[config.mk]
export PLATFORM = sky130hd
export DESIGN_NAME = alu_status_stage
export DESIGN_NICKNAME = d
export VERILOG_FILES = /design/src/rtl/alu_status_stage.sv
export SDC_FILE = /design/constraint.sdc
export NUM_CORES = 1
export LEC_CHECK = 0
export ABC_AREA = 1
export CAP_MARGIN = 40
export CORE_ASPECT_RATIO = 0.7
export CORE_MARGIN = 4
export CORE_UTILIZATION = 30
export DETAILED_ROUTE_END_ITERATION = 8
export GPL_TIMING_DRIVEN = 0
export PLACE_DENSITY = 0.8
export SETUP_SLACK_MARGIN = 0.02
export SYNTH_ARGS = -nofsm -noshare
export SYNTH_HDL_FRONTEND = slang
export SYNTH_SLANG_ARGS = --single-unit
[constraint.sdc]
create_clock -name clk -period 1.1 [get_ports clk]
set_input_delay 0.22 -clock clk [delete_from_list [all_inputs] [get_ports clk]]
set_output_delay 0.22 -clock clk [all_outputs]
set_load 0.01 [all_outputs]
[src/rtl/alu_status_stage.sv]
// alu_status_stage: registers the 6502 ALU result into the ADD hold register,
// keeps the processor status register P (N V - B D I Z C), supplies the
// pushed-P byte for PHP/BRK/IRQ, and tracks an IRQ mask that follows I
// with one instruction of lag.
module alu_status_stage #(
  parameter logic [7:0] P_RESET   = 8'h34,
  parameter logic [7:0] ADD_RESET = 8'h00
) (
  input  logic       clk,
  input  logic       rst,
  input  logic [7:0] alu_result,
  input  logic       alu_cout,
  input  logic       alu_of,
  input  logic       alu_valid,
  input  logic       upd_nz,
  input  logic       upd_c,
  input  logic       upd_v,
  input  logic       upd_bit,
  input  logic [7:0] db_in,
  input  logic       p_load,
  input  logic       set_c,
  input  logic       clr_c,
  input  logic       set_i,
  input  logic       clr_i,
  input  logic       set_d,
  input  logic       clr_d,
  input  logic       clr_v,
  input  logic       int_entry,
  input  logic       hw_int,
  input  logic       sync,
  output logic [7:0] add_reg,
  output logic [7:0] p_out,
  output logic [7:0] push_val,
  output logic       carry_flag,
  output logic       dec_flag,
  output logic       irq_mask
);

  // Stored flags; bits 5 and 4 of P are not stored, only reconstructed.
  logic [7:0] add_q, add_d;
  logic       n_q, n_d;
  logic       v_q, v_d;
  logic       d_q, d_d;
  logic       i_q, i_d;
  logic       z_q, z_d;
  logic       c_q, c_d;
  logic       irq_mask_q, irq_mask_d;

  logic       res_zero_s;
  logic       bit_en_s;
  logic       nz_en_s;
  logic       c_en_s;
  logic       v_en_s;

  assign res_zero_s = (alu_result == 8'h00);
  // ALU-sourced updates only count when the ALU result is valid.
  assign bit_en_s   = alu_valid & upd_bit;
  assign nz_en_s    = alu_valid & upd_nz;
  assign c_en_s     = alu_valid & upd_c;
  assign v_en_s     = alu_valid & upd_v;

  // Next-state for ADD and every stored flag, highest priority source first.
  always_comb begin
    add_d      = add_q;
    n_d        = n_q;
    v_d        = v_q;
    d_d        = d_q;
    i_d        = i_q;
    z_d        = z_q;
    c_d        = c_q;
    irq_mask_d = irq_mask_q;

    if (alu_valid) begin
      add_d = alu_result;
    end else begin
      add_d = add_q;
    end

    // N: PLP/RTI, then BIT operand bit 7, then result sign.
    if (p_load) begin
      n_d = db_in[7];
    end else if (bit_en_s) begin
      n_d = db_in[7];
    end else if (nz_en_s) begin
      n_d = alu_result[7];
    end else begin
      n_d = n_q;
    end

    // V: PLP/RTI, CLV, BIT operand bit 6, then ALU overflow.
    if (p_load) begin
      v_d = db_in[6];
    end else if (clr_v) begin
      v_d = 1'b0;
    end else if (bit_en_s) begin
      v_d = db_in[6];
    end else if (v_en_s) begin
      v_d = alu_of;
    end else begin
      v_d = v_q;
    end

    // D: PLP/RTI, then SED/CLD; a simultaneous set and clear holds.
    if (p_load) begin
      d_d = db_in[3];
    end else if (set_d && clr_d) begin
      d_d = d_q;
    end else if (set_d) begin
      d_d = 1'b1;
    end else if (clr_d) begin
      d_d = 1'b0;
    end else begin
      d_d = d_q;
    end

    // I: interrupt entry dominates, then PLP/RTI, then SEI/CLI.
    if (int_entry) begin
      i_d = 1'b1;
    end else if (p_load) begin
      i_d = db_in[2];
    end else if (set_i && clr_i) begin
      i_d = i_q;
    end else if (set_i) begin
      i_d = 1'b1;
    end else if (clr_i) begin
      i_d = 1'b0;
    end else begin
      i_d = i_q;
    end

    // Z: PLP/RTI, then BIT/ALU zero test (same source for both).
    if (p_load) begin
      z_d = db_in[1];
    end else if (bit_en_s || nz_en_s) begin
      z_d = res_zero_s;
    end else begin
      z_d = z_q;
    end

    // C: PLP/RTI, then SEC/CLC, then ALU carry out.
    if (p_load) begin
      c_d = db_in[0];
    end else if (set_c && clr_c) begin
      c_d = c_q;
    end else if (set_c) begin
      c_d = 1'b1;
    end else if (clr_c) begin
      c_d = 1'b0;
    end else if (c_en_s) begin
      c_d = alu_cout;
    end else begin
      c_d = c_q;
    end

    // The mask samples the pre-edge I at each opcode fetch, so CLI/SEI/PLP
    // take effect one instruction late; interrupt entry masks immediately.
    if (int_entry) begin
      irq_mask_d = 1'b1;
    end else if (sync) begin
      irq_mask_d = i_q;
    end else begin
      irq_mask_d = irq_mask_q;
    end
  end

  // State register with synchronous reset overriding every other input.
  always_ff @(posedge clk) begin
    if (rst) begin
      add_q      <= ADD_RESET;
      n_q        <= P_RESET[7];
      v_q        <= P_RESET[6];
      d_q        <= P_RESET[3];
      i_q        <= P_RESET[2];
      z_q        <= P_RESET[1];
      c_q        <= P_RESET[0];
      irq_mask_q <= 1'b1;
    end else begin
      add_q      <= add_d;
      n_q        <= n_d;
      v_q        <= v_d;
      d_q        <= d_d;
      i_q        <= i_d;
      z_q        <= z_d;
      c_q        <= c_d;
      irq_mask_q <= irq_mask_d;
    end
  end

  assign add_reg    = add_q;
  assign p_out      = {n_q, v_q, 1'b1, 1'b1, d_q, i_q, z_q, c_q};
  // Pushed B bit is 1 for PHP/BRK and 0 for hardware interrupts.
  assign push_val   = {n_q, v_q, 1'b1, ~hw_int, d_q, i_q, z_q, c_q};
  assign carry_flag = c_q;
  assign dec_flag   = d_q;
  assign irq_mask   = irq_mask_q;

endmodule

==> impl_metrics.tcl <==
set metrics [dict create \
    status "completed" \
    clk_pin_slew_ps 60 \
    drtIter0Drc 40 \
    finalWirelength_um 2560 \
    largest_register_ffs 8 \
    p_clk_share_pct 30.3 \
    grt_pass1_wl_um 4410 \
    intPower_mw 1.09 \
    total_power_mw 1.49 \
    ctsHoldBuffers 0 \
    first_global_vias 980 \
    seq_power_share_pct 40.8 \
    setup_slack_ps 52.9 \
    drt-wirelength-per-cell_um 11.6 \
    cp-start-kind "flip-flop" \
    worstRegToRegCells 5 \
    ys.flop_type "dfxtp_1" \
    drt_drc_violations_left 0 \
    syn-cell-area_um2 802 \
    cts_tree "done" \
    hold_violations 0 \
    clk_latency_ps 240 \
    vias 932 \
    ys_warn_count 0 \
    gr-total-overflow 0 \
    die_x_um 69.8 \
    synth-seq-cells 15 \
    cts_made_buffers 3 \
    utilization_pct 57.6 \
    rrSetupSlack_ps 240 \
    reg2reg_from "carry_flag" \
    drtAntennaViolNets 0 \
    async_flop_share_pct 0 \
    drive_above_1_share_pct 29.4 \
    end_kind "primary output" \
    die_y_um 51.3 \
    arrival_ps 830 \
    cp_slowest_stage_delay_ps 330 \
    multi_input_area_um2 349 \
    switchingPower_mw 0.399 \
    clockBufferDepth 2 \
    setup_viol 0 \
    row_count 15 \
    yosys.area.top_type "dfxtp_1" \
    hold_start "rst" \
    crit_buf_inv 2 \
    synth_top_area_share_pct 37.4 \
    place_ws_ps -414 \
    drt-pass1-iter-count 4 \
    port_buffers 57 \
    cts.sinks 15 \
    start_util_pct 31.9 \
    switching_share_pct 26.7 \
    synth_cells 122 \
    antenna_found_initial 0 \
    critical_path_required_ps 880 \
    ios 63 \
    grt_max_degree 11 \
    hold_class "input pin to flip-flop" \
    synth_cell_types 15 \
    path_cells "buf_4, buf_2" \
    finalWeightedCongestion 0.760 \
    yosys-top-cells-area "dfxtp_1, buf_4, nor2_1, nand2_1, o21ai_0" \
    slowest_stage "dfxtp_2" \
    root_buffer "clkbuf_8" \
    vias_per_cell 4.22 \
    path_class "flip-flop to primary output" \
    rsz0062_at_grt "yes" \
    comb_power_share_pct 28.9 \
    yosysSeqAreaShare_pct 37.4 \
    hold-path-cell-count 2 \
    htree_levels 1 \
    whs_endpoint "v_q" \
    die_area_um2 3580 \
    syn_avg_cell_area_um2 6.57 \
    dp_hpwl_um 2090 \
    synth_edf_count 0 \
    peakVddDrop_uv 656 \
    yosys.cell_count.top_type "nor2_1" \
    synth_common_cells "nor2_1, nand2_1, buf_4, dfxtp_1" \
    path_delay_family "flip-flops" \
    drv_slew 0 \
    reg2reg_to "carry_flag" \
    fillCellCount 255 \
    core_um2 2510 \
    nets 224 \
    fin_crit_ps 1050 \
    drv_cap 0 \
    track_usage_pct 15.5 \
    seqCellArea_um2 308 \
    clock_skew_ps 0.0343 \
    area_growth_syn_to_layout_pct 80.7 \
    post-route-period-util_pct 95.2 \
    p_leak_nw 0.730 \
    num_antenna_cells 0 \
    max_freq_ghz 0.955 \
    worstPathMaxFanout 3 \
    power_density_nw_per_um2 1030 \
]
==> worst max-delay path by stage <==
stage / cells past startpoint / startpoint / slack (ps) / end
floorplan: 1 / carry_flag / 330 / p_out[0]
global placement: 8 / alu_valid / -380 / z_q
detailed placement: 8 / alu_valid / -410 / z_q
CTS: 1 / add_reg[4] / 20 / add_reg[4]
global route: 2 / i_q / 7 / p_out[2]
finish: 2 / n_q / 50 / p_out[7]
==> logic make-up (layout without fill, tap and decap cells) <==
kind of cell           after synthesis  after routing  share of synthesized area (%)
AO/OA/AOI/OAI                       20             20                           13.4
buffers and inverters               30             93                           21.2
flip-flops                          15             15                           37.4
other                                1              3                          0.468
AND/OR/NAND/NOR                     56             56                           27.5
==> cell type report <==
class	count	share of cell area [%]
clock inverter	1	0.518
multi-input combinational	79	24.1
tap	34	2.94
inverter	13	3.37
sequential	15	21.2
clock buffer	3	2.85
timing repair buffer	59	36.4
buffer	17	8.64
==> per-stage QoR <==
stage | TNS, ps | std cells | cell area, um2 | hold slack (ps)
after CTS | 0 | 221 | 1430 | 424
after global routing | 0 | 221 | 1450 | 264
final | 0 | 221 | 1450 | 250
after detailed placement | -6520 | 215 | 1420 | 495
after floorplan | 0 | 124 | 810 | 292
after global placement | -6080 | 215 | 1420 | 463
==> layer usage <==
metal,vias up,share of wire [%],track usage [%],wire [um]
li1,491,-,-,-
met1,405,40,16.6,1020
met2,34,52,28.5,1330
met3,2,7.2,6.48,183
met4,0,1.1,4.14,27
met5,-,0,0,0
==> timing repair <==
| action | in CTS | in global routing |
|---|---|---|
| hold endpoints to repair | 0 | 0 |
| buffers inserted | 2 | 0 |
| setup endpoints to repair | 37 | 29 |
| pin swaps | 0 | 3 |
| resized for setup | 77 | 26 |
==> placed cells by master (no fill, tap or decap), types with 2 or more instances in the layout <==
cell type / instances
clkdlybuf4s50_1: 29
nor2_1: 27
nand2_1: 20
buf_4: 17
inv_1: 11
o21ai_0: 11
dfxtp_1: 9
buf_2: 8
clkbuf_2: 7
dfxtp_2: 6
buf_6: 6
a21oi_1: 5
nand3_1: 5
clkdlybuf4s15_1: 5
nand2_2: 3
o211ai_1: 3
conb_1: 3
clkbuf_8: 3
inv_2: 2
dlymetal6s2s_1: 2
==> power by group through the flow <==
stage	combinational, mW	sequential, mW	clock [mW]
2_1_floorplan	0.172	0.627	0
3_3_place_gp	0.444	0.615	0
3_5_place_dp	0.455	0.619	0
4_1_cts	0.416	0.609	0.474
5_1_grt	0.476	0.616	0.508
6_report	0.431	0.609	0.452
(Power assumes the default switching activity.)
